`config.mk`:
```
export PLATFORM = sky130hd
export DESIGN_NAME = and_or_not
export DESIGN_NICKNAME = d
export VERILOG_FILES = /design/src/rtl/and_or_not_pkg.sv /design/src/rtl/and_or_not_slice.sv /design/src/rtl/and_or_not.sv
export SDC_FILE = /design/constraint.sdc
export NUM_CORES = 1
export LEC_CHECK = 0
export BUFFER_PORTS_ARGS = -buffer_cell sky130_fd_sc_hd__buf_2
export CORE_ASPECT_RATIO = 1.25
export CORE_UTILIZATION = 39
export CTS_CLUSTER_DIAMETER = 150
export DETAILED_ROUTE_END_ITERATION = 6
export PLACE_DENSITY = 0.72
export SLEW_MARGIN = 10
export SYNTH_ARGS = -nofsm -noshare
export SYNTH_HDL_FRONTEND = slang
export SYNTH_SLANG_ARGS = --single-unit
```
`constraint.sdc`:
```
create_clock -name clk -period 1.5 [get_ports clk]
set_clock_uncertainty 0.15 [all_clocks]
set_input_delay 0.3 -clock clk [delete_from_list [all_inputs] [get_ports clk]]
set_output_delay 0.3 -clock clk [all_outputs]
set_load 0.03 [all_outputs]
```
`src/rtl/and_or_not_pkg.sv`:
```
// Shared constants for the and_or_not bitwise logic unit.
// Default operand width and bit positions inside the zero-flag vector.
// No state, no flow control.
package and_or_not_pkg;
    localparam int DEFAULT_WIDTH = 8;
    localparam int NUM_ZF        = 6;

    localparam int ZF_AND  = 0;
    localparam int ZF_OR   = 1;
    localparam int ZF_XOR  = 2;
    localparam int ZF_NAND = 3;
    localparam int ZF_NOR  = 4;
    localparam int ZF_XNOR = 5;
endpackage

```
`src/rtl/and_or_not_slice.sv`:
```
// Purpose: six bitwise logic results of a and b, each bit independent of its neighbours.
// Latency: purely combinational.
// Backpressure: none; the result follows the inputs.
module and_or_not_slice #(
    parameter int WIDTH = 8
) (
    input  logic [WIDTH-1:0] a,
    input  logic [WIDTH-1:0] b,
    output logic [WIDTH-1:0] and_r,
    output logic [WIDTH-1:0] or_r,
    output logic [WIDTH-1:0] xor_r,
    output logic [WIDTH-1:0] nand_r,
    output logic [WIDTH-1:0] nor_r,
    output logic [WIDTH-1:0] xnor_r
);
    always_comb begin
        and_r  = a & b;
        or_r   = a | b;
        xor_r  = a ^ b;
        nand_r = ~(a & b);
        nor_r  = ~(a | b);
        xnor_r = ~(a ^ b);
    end
endmodule

```
`src/rtl/and_or_not.sv`:
```
// Purpose: registered AND/OR/XOR/NAND/NOR/XNOR of a and b, plus equality and per-result zero flags.
// Latency: one clock from an in_valid edge to out_valid and the results.
// Backpressure: none; one result set per cycle, results hold while in_valid is low.
module and_or_not
    import and_or_not_pkg::*;
#(
    parameter int WIDTH = DEFAULT_WIDTH
) (
    input  logic             clk,
    input  logic             rst_n,
    input  logic             in_valid,
    input  logic [WIDTH-1:0] a,
    input  logic [WIDTH-1:0] b,
    output logic             out_valid,
    output logic [WIDTH-1:0] and_o,
    output logic [WIDTH-1:0] or_o,
    output logic [WIDTH-1:0] xor_o,
    output logic [WIDTH-1:0] nand_o,
    output logic [WIDTH-1:0] nor_o,
    output logic [WIDTH-1:0] xnor_o,
    output logic             eq_o,
    output logic [5:0]       zero_o
);
    logic [WIDTH-1:0] and_w, or_w, xor_w, nand_w, nor_w, xnor_w;

    logic [WIDTH-1:0] and_d, or_d, xor_d, nand_d, nor_d, xnor_d;
    logic [WIDTH-1:0] and_q, or_q, xor_q, nand_q, nor_q, xnor_q;
    logic             eq_d, eq_q;
    logic [NUM_ZF-1:0] zero_d, zero_q;
    logic             out_valid_d, out_valid_q;

    and_or_not_slice #(.WIDTH(WIDTH)) u_slice (
        .a      (a),
        .b      (b),
        .and_r  (and_w),
        .or_r   (or_w),
        .xor_r  (xor_w),
        .nand_r (nand_w),
        .nor_r  (nor_w),
        .xnor_r (xnor_w)
    );

    // Operands are only looked at under in_valid, so unknowns on idle cycles never reach the flops.
    always_comb begin
        and_d       = and_q;
        or_d        = or_q;
        xor_d       = xor_q;
        nand_d      = nand_q;
        nor_d       = nor_q;
        xnor_d      = xnor_q;
        eq_d        = eq_q;
        zero_d      = zero_q;
        out_valid_d = in_valid;
        if (in_valid) begin
            and_d           = and_w;
            or_d            = or_w;
            xor_d           = xor_w;
            nand_d          = nand_w;
            nor_d           = nor_w;
            xnor_d          = xnor_w;
            eq_d            = &xnor_w;
            zero_d[ZF_AND]  = ~|and_w;
            zero_d[ZF_OR]   = ~|or_w;
            zero_d[ZF_XOR]  = ~|xor_w;
            zero_d[ZF_NAND] = ~|nand_w;
            zero_d[ZF_NOR]  = ~|nor_w;
            zero_d[ZF_XNOR] = ~|xnor_w;
        end
    end

    always_ff @(posedge clk or negedge rst_n) begin
        if (!rst_n) begin
            and_q       <= '0;
            or_q        <= '0;
            xor_q       <= '0;
            nand_q      <= '0;
            nor_q       <= '0;
            xnor_q      <= '0;
            eq_q        <= 1'b0;
            zero_q      <= '0;
            out_valid_q <= 1'b0;
        end else begin
            and_q       <= and_d;
            or_q        <= or_d;
            xor_q       <= xor_d;
            nand_q      <= nand_d;
            nor_q       <= nor_d;
            xnor_q      <= xnor_d;
            eq_q        <= eq_d;
            zero_q      <= zero_d;
            out_valid_q <= out_valid_d;
        end
    end

    assign out_valid = out_valid_q;
    assign and_o     = and_q;
    assign or_o      = or_q;
    assign xor_o     = xor_q;
    assign nand_o    = nand_q;
    assign nor_o     = nor_q;
    assign xnor_o    = xnor_q;
    assign eq_o      = eq_q;
    assign zero_o    = zero_q;
endmodule

```
# Word level (Yosys, flattened, before mapping)
# Index checks and enable logic that the tools add are counted.
dict set report op_classes {
  bitwise_logic 6
  reduce_logical 13
}
# operator n
set ops {}
lappend ops {{OR reduction 8 bit} 6}
lappend ops {{inverter 8 bit} 3}
lappend ops {{bitwise AND 8 bit} 1}
lappend ops {{bitwise OR 8 bit} 1}
lappend ops {{AND reduction 8 bit} 1}
lappend ops {{bitwise XOR 8 bit} 1}
lappend ops {{zero test 1 bit} 6}
dict set report totals {
  register_bits 56
  input_bits 19
  output_inout_bits 56
  elab_cells 28
}

# Depth between registers and ports, before layout
# Gate-level depths: netlist of run 1.
dict set report logic_depth {
  depth_word 4
  depth_mapped 4
  mapped_depth_nobuf 4
}

# Cells and area by module
# Synthesis of run 1 repeated with hierarchy kept, for this count alone.
dict set report unflattened {
  cells_unflattened 213
  hier_area_um2 2737.6
}
# mod cells_per_inst n_inst area_per_inst_um2
set by_module_without_submodules {}
lappend by_module_without_submodules {and_or_not 141 1 2187.1}
lappend by_module_without_submodules {and_or_not_slice 72 1 550.5}

# Worst setup path before layout of run 1
# No wires, ideal clock.
dict set report synth_path {
  kind {input port to flip-flop}
  from {input a[0]}
  to {register zero_q[2] (netlist: zero_o[2])}
  setup_time_ns 0.068
  arrival_time_ns 1.116
  n_path_buf 0
  path_stages 4
  path_slack_ns 0.166
  required_ns 1.282
  cell_sequence {inv_1 -> ha_1 -> nor4b_1 -> a32o_1}
}
dict set report synth_between {
  elab_chain_len 3
}
# item line_no
set synth_lines {}
lappend synth_lines {{from (decl)} and_or_not.sv:12} ;# input logic [WIDTH-1:0] a,
lappend synth_lines {{bitwise XOR 8 bit} and_or_not_slice.sv:19} ;# xor_r = a ^ b;
lappend synth_lines {{named net u_slice.xor_r[0]} and_or_not_slice.sv:11} ;# output logic [WIDTH-1:0] xor_r,
lappend synth_lines {{OR reduction 8 bit} and_or_not.sv:64} ;# zero_d[ZF_XOR] = ~|xor_w;
lappend synth_lines {{zero test 1 bit} and_or_not.sv:64}
lappend synth_lines {{to (signal assigned)} and_or_not.sv:90} ;# zero_q <= zero_d;
lappend synth_lines {{to (decl)} and_or_not.sv:29} ;# logic [NUM_ZF-1:0] zero_d, zero_q;
# The timed path passes the listed nets, and every way through them passes these cells.
# A chain may end at the register's enable or synchronous reset.

==> results.yml, run 1 <==
pwr:
  power_mw: 3.48
  power_density_nw_per_um2: 1060
  peakVddDrop_uv: 469
  p_leak_nw: 1.68
route:
  vias_per_cell: 4.78
  totalWireLength_um: 5890
  drtPass1Iterations: 4
  antenna_left: 0
  wl_per_cell_um: 15.3
  drc_errors: 0
  vias: 1834
  drtIter0Drc: 65
timing:
  rsz0062_at_grt: "no"
  post-route-period-util_pct: 92.7
  tns_ps: 0
  drv_slew: 0
  final-hold-violation-count: 0
  holdWs_ps: 247
  fmaxAchievable_ghz: 0.719
  min_period_ps: 1390
  tightest_slew_ps: 342
  max_slew_margin_pct: 77.2
  setup_viol: 0
clock_network:
  cts.hold.buffers_added: 1
  clk_latency_ps: 300
  cts_tree: "built"
  htreeDepth: 2
  cts-resized-gates: 0
  cts.path.max_buffers: 2
  cts_setup_buffers: 0
  cts.sinks: 55
  cts_buffers: 5
  cts_root_buf: "clkbuf_8"
  cts.clk_slew.worst_paths_ps: 90
critical_path:
  start_kind: "flip-flop"
  crit_chain: "buf_2"
  cpLargestDelayFamily: "flip-flops"
  cp.buffers_inverters: 1
  cpPeakStageDelay_ps: 420
  crit_fanout: 3
  crit_arrival_ps: 940
  critical_path_class: "reg2out"
  cp_slowest_cell: "dfrtp_1"
  worstPathRequired_ps: 1050
  r2r_setup_slack_ps: 560
  end_kind: "output pin"
logic_synthesis:
  synth_seq_cells: 55
  synth_nets: 264
  syn_area_um2: 2640
  seq_area_frac_synth_pct: 52.2
  yosys_warnings: 0
  synthCells: 213
  ys_types: 22
  synthTopCellsByArea: "dfrtp_1 52%, ha_1 15%, mux2_2 9.4%"
  yosysTopAreaCellShare_pct: 52.2
  synth_largest_area_cell: "dfrtp_1"
  syn_avg_cell_area_um2: 12.4
floorplan:
  boundaryPins: 75
  rows: 33
  die_height_um: 93.9
  die_w_um: 75.5
  initial_utilization_pct: 40.2
  core_um2: 6570
  die_area_um2: 7090
finish:
  fillers: 609
  fin_util_pct: 50.0
  area_growth_pct: 24.4
  antenna_cells: 0
  drive_above_1_share_pct: 40.1
  nNetsFinal: 348
  fin_cells: 384
placement:
  gp_congestion: 0.819
  place_hpwl_um: 4580
  numPortBuffers: 74
  placed_cells: 376
global_routing:
  grt_pass1_vias: 1867
  grt_max_degree: 56
  overflow: 0
  antenna_found_initial: 0
  grt_first_pass_wirelength_um: 9380
  gr-usage-all-layers_pct: 18.1
flow_run:
  timing.max_cap.violations: 0
worst_hold_path:
  hold_path_class: "in2reg"
status:
  status: "finished, final reports clean"
[flip-flops by register name (all words and copies together), names as in the netlist]
signal	count
and_o	8
out_valid	1
xor_o	8
zero_o	6
xnor_o	8
or_o	8
nand_o	8
nor_o	8
[worst paths after layout]
| check | startpoint | to | cells past startpoint |
|---|---|---|---|
| max reg2reg | nor_o[7] | nor_o[7] | 1 |
| min | b[7] | nand_o[7] | 3 |
| min reg2reg | or_o[2] | or_o[2] | 2 |
| max | zero_o[2] | eq_o | 1 |
| min in group asynchronous | rst_n | xor_o[5] | 3 |
| max in group asynchronous | rst_n | nor_o[0] | 3 |
[metrics by stage]
| stage | area [um2] | worst slack, ps |
|---|---|---|
| final | 3280 | 109 |
| after floorplan | 2640 | 166 |
| after CTS | 3280 | 91.5 |
| after detailed placement | 3170 | -18.4 |
| after global routing | 3280 | 55.4 |
| after global placement | 3170 | 21.7 |
[per-layer routing]
layer	track usage [%]	routed length [um]	share of wire (%)	up-vias
met1	23.4	2500	42	898
met2	30.4	3080	52	48
met5	0	0	0	-
li1	-	-	-	882
met3	3.11	235	4.0	6
met4	5.71	70	1.2	0
[placed cells by master (no fill, tap or decap), types with 5 or more instances in the layout]
master / synthesis / layout
ha_1: 32 / 32
nand2b_1: 23 / 23
o21ai_0: 25 / 25
mux2_2: 22 / 22
buf_4: 2 / 8
clkbuf_8: 0 / 5
buf_2: 1 / 74
inv_1: 22 / 22
dfrtp_1: 55 / 55
[where the power goes]
group / leakage, nW / switching [mW] / internal, mW / total, mW
sequential: 0.674 / 0.0757 / 1.62 / 1.70
clock: 0.0513 / 0.449 / 0.490 / 0.939
combinational: 0.953 / 0.558 / 0.289 / 0.847
[cell usage after synthesis]
cell type and count:
o21a_1 1, nand3_1 3, buf_6 2, nor4b_1 1
nor3_1 3, inv_1 22, ha_1 32, buf_2 1
nor2_1 1, nor2b_1 2, nand2b_1 23, nand4_1 3
buf_8 1, clkbuf_1 3, a32o_1 3, buf_4 2
o21ai_0 25, mux2_2 22, nand2_2 3, o32ai_2 3
dfrtp_1 55, nor4_1 2
[kinds of logic after synthesis]
family	synth area share, %
buf+inv	5.74
simple gates	9.44
mux	9.40
compound gates	8.02
flops	52.2
fa+ha+maj	15.2
[area by class of cell]
class,count,area (um2),area share [%]
clock buffers,6,72.6,2.21
clock inverters,1,30.0,0.916
inverters,22,82.6,2.52
multi-input cells,127,1110,33.8
flip-flops and latches,55,1380,42.0
well taps,87,109,3.32
repair buffers,86,500,15.3
No activity file was read; power rests on OpenSTA's default activity.
==> run 2: changes to the inputs <==
Settings changed: CAP_MARGIN set to 20.
Clock period 1.5 ns to 1.65 ns, I/O delays scaled along.
==> run 2 against run 1 <==
Net effect: clock-buffer cell count unchanged; die area unchanged; global-route usage up 0.23 points.
==> results.yml, run 2 (synthesis gave the netlist of run 1 again) <==
timing:
  max_slew_margin_pct: 74.4
  min_period_ps: 1430
  holdWs_ps: 202
  drv_slew: 0
  post-route-period-util_pct: 86.4
  setup_viol: 0
  fin_ws_ps: 224
  final-hold-violation-count: 0
  fmaxAchievable_ghz: 0.701
  tns_ps: 0
  tightest_slew_ps: 380
  rsz0062_at_grt: "no"
clock_network:
  htreeDepth: 2
  cts_buffers: 5
  cts_tree: "built"
  cts_root_buf: "clkbuf_8"
  cts.sinks: 55
  clk_latency_ps: 300
  cts_setup_buffers: 0
  cts.clk_slew.worst_paths_ps: 90
  cts.path.max_buffers: 2
finish:
  drive_above_1_share_pct: 39.4
  area_growth_pct: 22.8
  fin_cells: 379
  final_common_cell: "buf_2"
  fin_util_pct: 49.3
  antenna_cells: 0
  layout_common_cells: "74 x buf_2, 55 x dfrtp_1, 32 x ha_1"
  multi_input_area_um2: 1110
  fillers: 603
  seqCellArea_um2: 1380
  nNetsFinal: 342
route:
  antenna_left: 0
  vias: 1848
  drc_errors: 0
  drtIter0Drc: 62
  drtPass1Iterations: 4
  vias_per_cell: 4.88
  totalWireLength_um: 6000
  wl_per_cell_um: 15.8
placement:
  place_hpwl_um: 4620
  numPortBuffers: 74
  placed_cells: 370
  place_ws_ps: 37.7
  gp_congestion: 0.814
worst_hold_path:
  hold_path_class: "in2reg"
  hold_path_depth: 2
  min-delay-start: "in_valid"
  hold_end: "out_valid"
critical_path:
  cp_slowest_cell: "dfrtp_1"
  reg2reg_to: "xor_o[3]"
  cpPeakStageDelay_ps: 420
  worstPathRequired_ps: 1170
  worst-r2r-cell-count: 1
  crit_chain: "buf_2"
  cpLargestDelayFamily: "flip-flops"
  r2r-start: "xor_o[3]"
  crit_fanout: 3
  critical_path_class: "reg2out"
  r2r_setup_slack_ps: 720
  cp.buffers_inverters: 1
  crit_arrival_ps: 950
  start_kind: "flip-flop"
  end_kind: "output pin"
pwr:
  peakVddDrop_uv: 526
  p_leak_nw: 1.66
  power_density_nw_per_um2: 993
global_routing:
  overflow: 0
  grt_first_pass_wirelength_um: 9510
  antenna_found_initial: 0
  grt_pass1_vias: 1869
  gr-usage-all-layers_pct: 18.4
  grt_max_degree: 56
flow_run:
  timing.max_cap.violations: 0
floorplan:
  die_height_um: 93.9
  die_w_um: 75.5
  core_um2: 6570
  die_area_um2: 7090
  initial_utilization_pct: 40.2
  rows: 33
  boundaryPins: 75
status:
  status: "finished, final reports clean"
## run 2: cell count changes in the layout (fill, tap and decap cells not counted)
cell / previous run / this run
clkinv_2: 0 / 1
buf_12: 3 / 2
clkbuf_1: 1 / 0
buf_4: 8 / 3
clkbuf_8: 5 / 6
## run 2: how the worst max path moves through the flow
stage / start / end / slack, ps / cells past startpoint
floorplan: a[0] / zero_o[2] / 290 / 4
global placement: a[0] / zero_o[2] / 120 / 5
detailed placement: a[0] / zero_o[2] / 40 / 5
CTS: zero_o[2] / zero_o[2] / 220 / 1
global route: zero_o[2] / eq_o / 170 / 1
finish: zero_o[2] / zero_o[2] / 220 / 1
## run 2: area by class of cell
| cell class | count | area share, % |
|---|---|---|
| well taps | 87 | 3.36 |
| clock buffers | 6 | 2.55 |
| inverters | 22 | 2.55 |
| flip-flops and latches | 55 | 42.5 |
| clock inverters | 2 | 1.08 |
| multi-input cells | 127 | 34.2 |
| repair buffers | 80 | 13.7 |
## run 2: timing repair
action                    4_1_cts  5_1_grt
gates resized for setup         0        0
hold buffers                    1        0
hold endpoints to repair       55        0
## run 2: per-stage QoR
stage / instance area (um2) / power, mW
finish: 3240 / 3.21
global route: 3240 / 3.37
CTS: 3240 / 3.25
detailed placement: 3110 / 2.33
global placement: 3110 / 2.32
floorplan: 2640 / 2.05
## run 2: layer usage
| layer | up-vias | wire (um) | track usage, % |
|---|---|---|---|
| met3 | 10 | 297 | 3.33 |
| li1 | 865 | - | - |
| met4 | 0 | 144 | 6.94 |
| met5 | - | 0 | 0 |
| met2 | 66 | 2990 | 30.2 |
| met1 | 907 | 2570 | 23.7 |
## run 2: where the power goes
part | internal, mW | switching (mW)
clock | 0.491 | 0.425
combinational | 0.248 | 0.505
sequential | 1.47 | 0.0699
==> run 3: changes to the inputs <==
Settings changed: CORE_ASPECT_RATIO 1.25 to 0.6, CTS_CLUSTER_SIZE set to 40.
==> run 3 against run 2 <==
Net effect: global-route usage increased by 1.1 points; highest routed layer unchanged; via count increased by 1.0%; register-to-register slack about the same; clock-buffer cell count unchanged.
==> results.yml, run 3 (synthesis gave the netlist of run 1 again) <==
critical_path:
  critical_path_class: "reg2out"
  crit_chain: "buf_2"
  r2r-start: "xor_o[6]"
  end_kind: "output pin"
  crit_arrival_ps: 970
  crit_fanout: 3
  critPathLaunch: "zero_o[2]"
  cpLargestDelayFamily: "flip-flops"
  start_kind: "flip-flop"
  reg2reg_to: "xor_o[6]"
  worstPathRequired_ps: 1170
  cp.buffers_inverters: 1
  cp_slowest_cell: "dfrtp_1"
  crit_cells: 1
  endpoint: "eq_o"
  r2r_setup_slack_ps: 710
  cpPeakStageDelay_ps: 430
  worst-r2r-cell-count: 1
placement:
  numPortBuffers: 74
  place_area_um2: 3110
  gp_congestion: 0.821
  place_hpwl_um: 4840
  place_ws_ps: 74.5
  placed_cells: 367
finish:
  drive_above_1_share_pct: 39.4
  antenna_cells: 0
  layout_common_cells: "74 x buf_2, 55 x dfrtp_1, 32 x ha_1"
  fin_util_pct: 51.0
  area_growth_pct: 21.9
  final_common_cell: "buf_2"
  fillers: 595
  postLayoutCellArea_um2: 3210
  fin_cells: 376
  nNetsFinal: 342
route:
  vias: 1867
  drtIter0Drc: 80
  top_layer: "met4"
  totalWireLength_um: 6350
  wl_met2_um: 2530
  antenna_left: 0
  dr_wl_met3_um: 537
  drtPass1Iterations: 4
  wl_per_cell_um: 16.9
  drc_errors: 0
  vias_per_cell: 4.97
  wl_met1_um: 3230
clock_network:
  cts.sinks: 55
  cts_setup_buffers: 0
  htreeDepth: 2
  cts.clk_slew.worst_paths_ps: 100
  cts.path.max_buffers: 2
  cts_buffers: 5
  cts_tree: "built"
  clk_latency_ps: 310
  cts_root_buf: "clkbuf_8"
floorplan:
  core_um2: 6300
  die_w_um: 108
  boundaryPins: 75
  die_area_um2: 7100
  initial_utilization_pct: 41.8
  die_height_um: 65.7
  rows: 22
global_routing:
  grt_first_pass_wirelength_um: 9990
  grt_max_degree: 56
  overflow: 0
  antenna_found_initial: 0
  grt_pass1_vias: 1799
  gr-usage-all-layers_pct: 19.4
pwr:
  power_frac_seq_pct: 49.7
  internal_power_mw: 2.07
  p_leak_nw: 1.64
  power_density_nw_per_um2: 969
  peakVddDrop_uv: 395
  combPwrFrac_pct: 24.5
  p_sw_share_pct: 33.7
  power_mw: 3.11
  p_sw_mw: 1.05
  power_frac_clock_pct: 25.8
status:
  status: "finished, final reports clean"
timing:
  max_slew_margin_pct: 76.5
  holdWs_ps: 236
  fmaxAchievable_ghz: 0.690
  post-route-period-util_pct: 87.8
  setup_viol: 0
  fin_ws_ps: 202
  tns_ps: 0
  final-hold-violation-count: 0
  min_period_ps: 1450
  tightest_slew_ps: 350
  rsz0062_at_grt: "no"
  drv_slew: 0
flow_run:
  timing.max_cap.violations: 0
worst_hold_path:
  hold_path_class: "in2reg"
==> run 3: changes by cell type in the layout (fill, tap and decap cells not counted) <==
| cell | delta |
|---|---|
| clkinv_4 | +1 |
| clkinv_2 | -1 |
| bufinv_16 | -1 |
| clkinvlp_4 | +1 |
==> run 3: how the worst min path moves through the flow <==
stage / start / to / slack [ps] / cells after the start
final: in_valid / out_valid / 240 / 2
after global routing: in_valid / out_valid / 240 / 2
after CTS: in_valid / out_valid / 240 / 2
after detailed placement: rst_n / out_valid / 210 / 2
after global placement: rst_n / out_valid / 200 / 2
after floorplan: rst_n / and_o[0] / -120 / 0
==> run 3: metal layers <==
metal,GRT usage (%),vias to the layer above
li1,-,871
met1,29.9,914
met2,26.8,74
met3,4.66,8
met4,4.62,0
met5,0,-
==> run 3: what timing repair did <==
action / 4_1_cts / 5_1_grt
hold buffers: 1 / 0
gates resized for setup: 0 / 0
hold endpoints to repair: 55 / 0
==> run 3: final cells by class <==
cell class | instances | area [um2] | share of cell area [%]
Sequential cell | 55 | 1380 | 42.8
Multi-Input combinational cell | 127 | 1110 | 34.5
Timing Repair Buffer | 80 | 443 | 13.8
Tap cell | 84 | 105 | 3.27
Clock buffer | 6 | 82.6 | 2.57
Inverter | 22 | 82.6 | 2.57
Clock inverter | 2 | 16.3 | 0.506
==> run 3: power by group through the flow <==
stage                     Combinational, mW  Sequential (mW)  Clock (mW)
after global placement                0.754             1.57           0
after detailed placement              0.765             1.58           0
after CTS                             0.768             1.55       0.830
after global routing                  0.818             1.56       0.907
final                                 0.762             1.55       0.804
after floorplan                       0.223             1.82           0
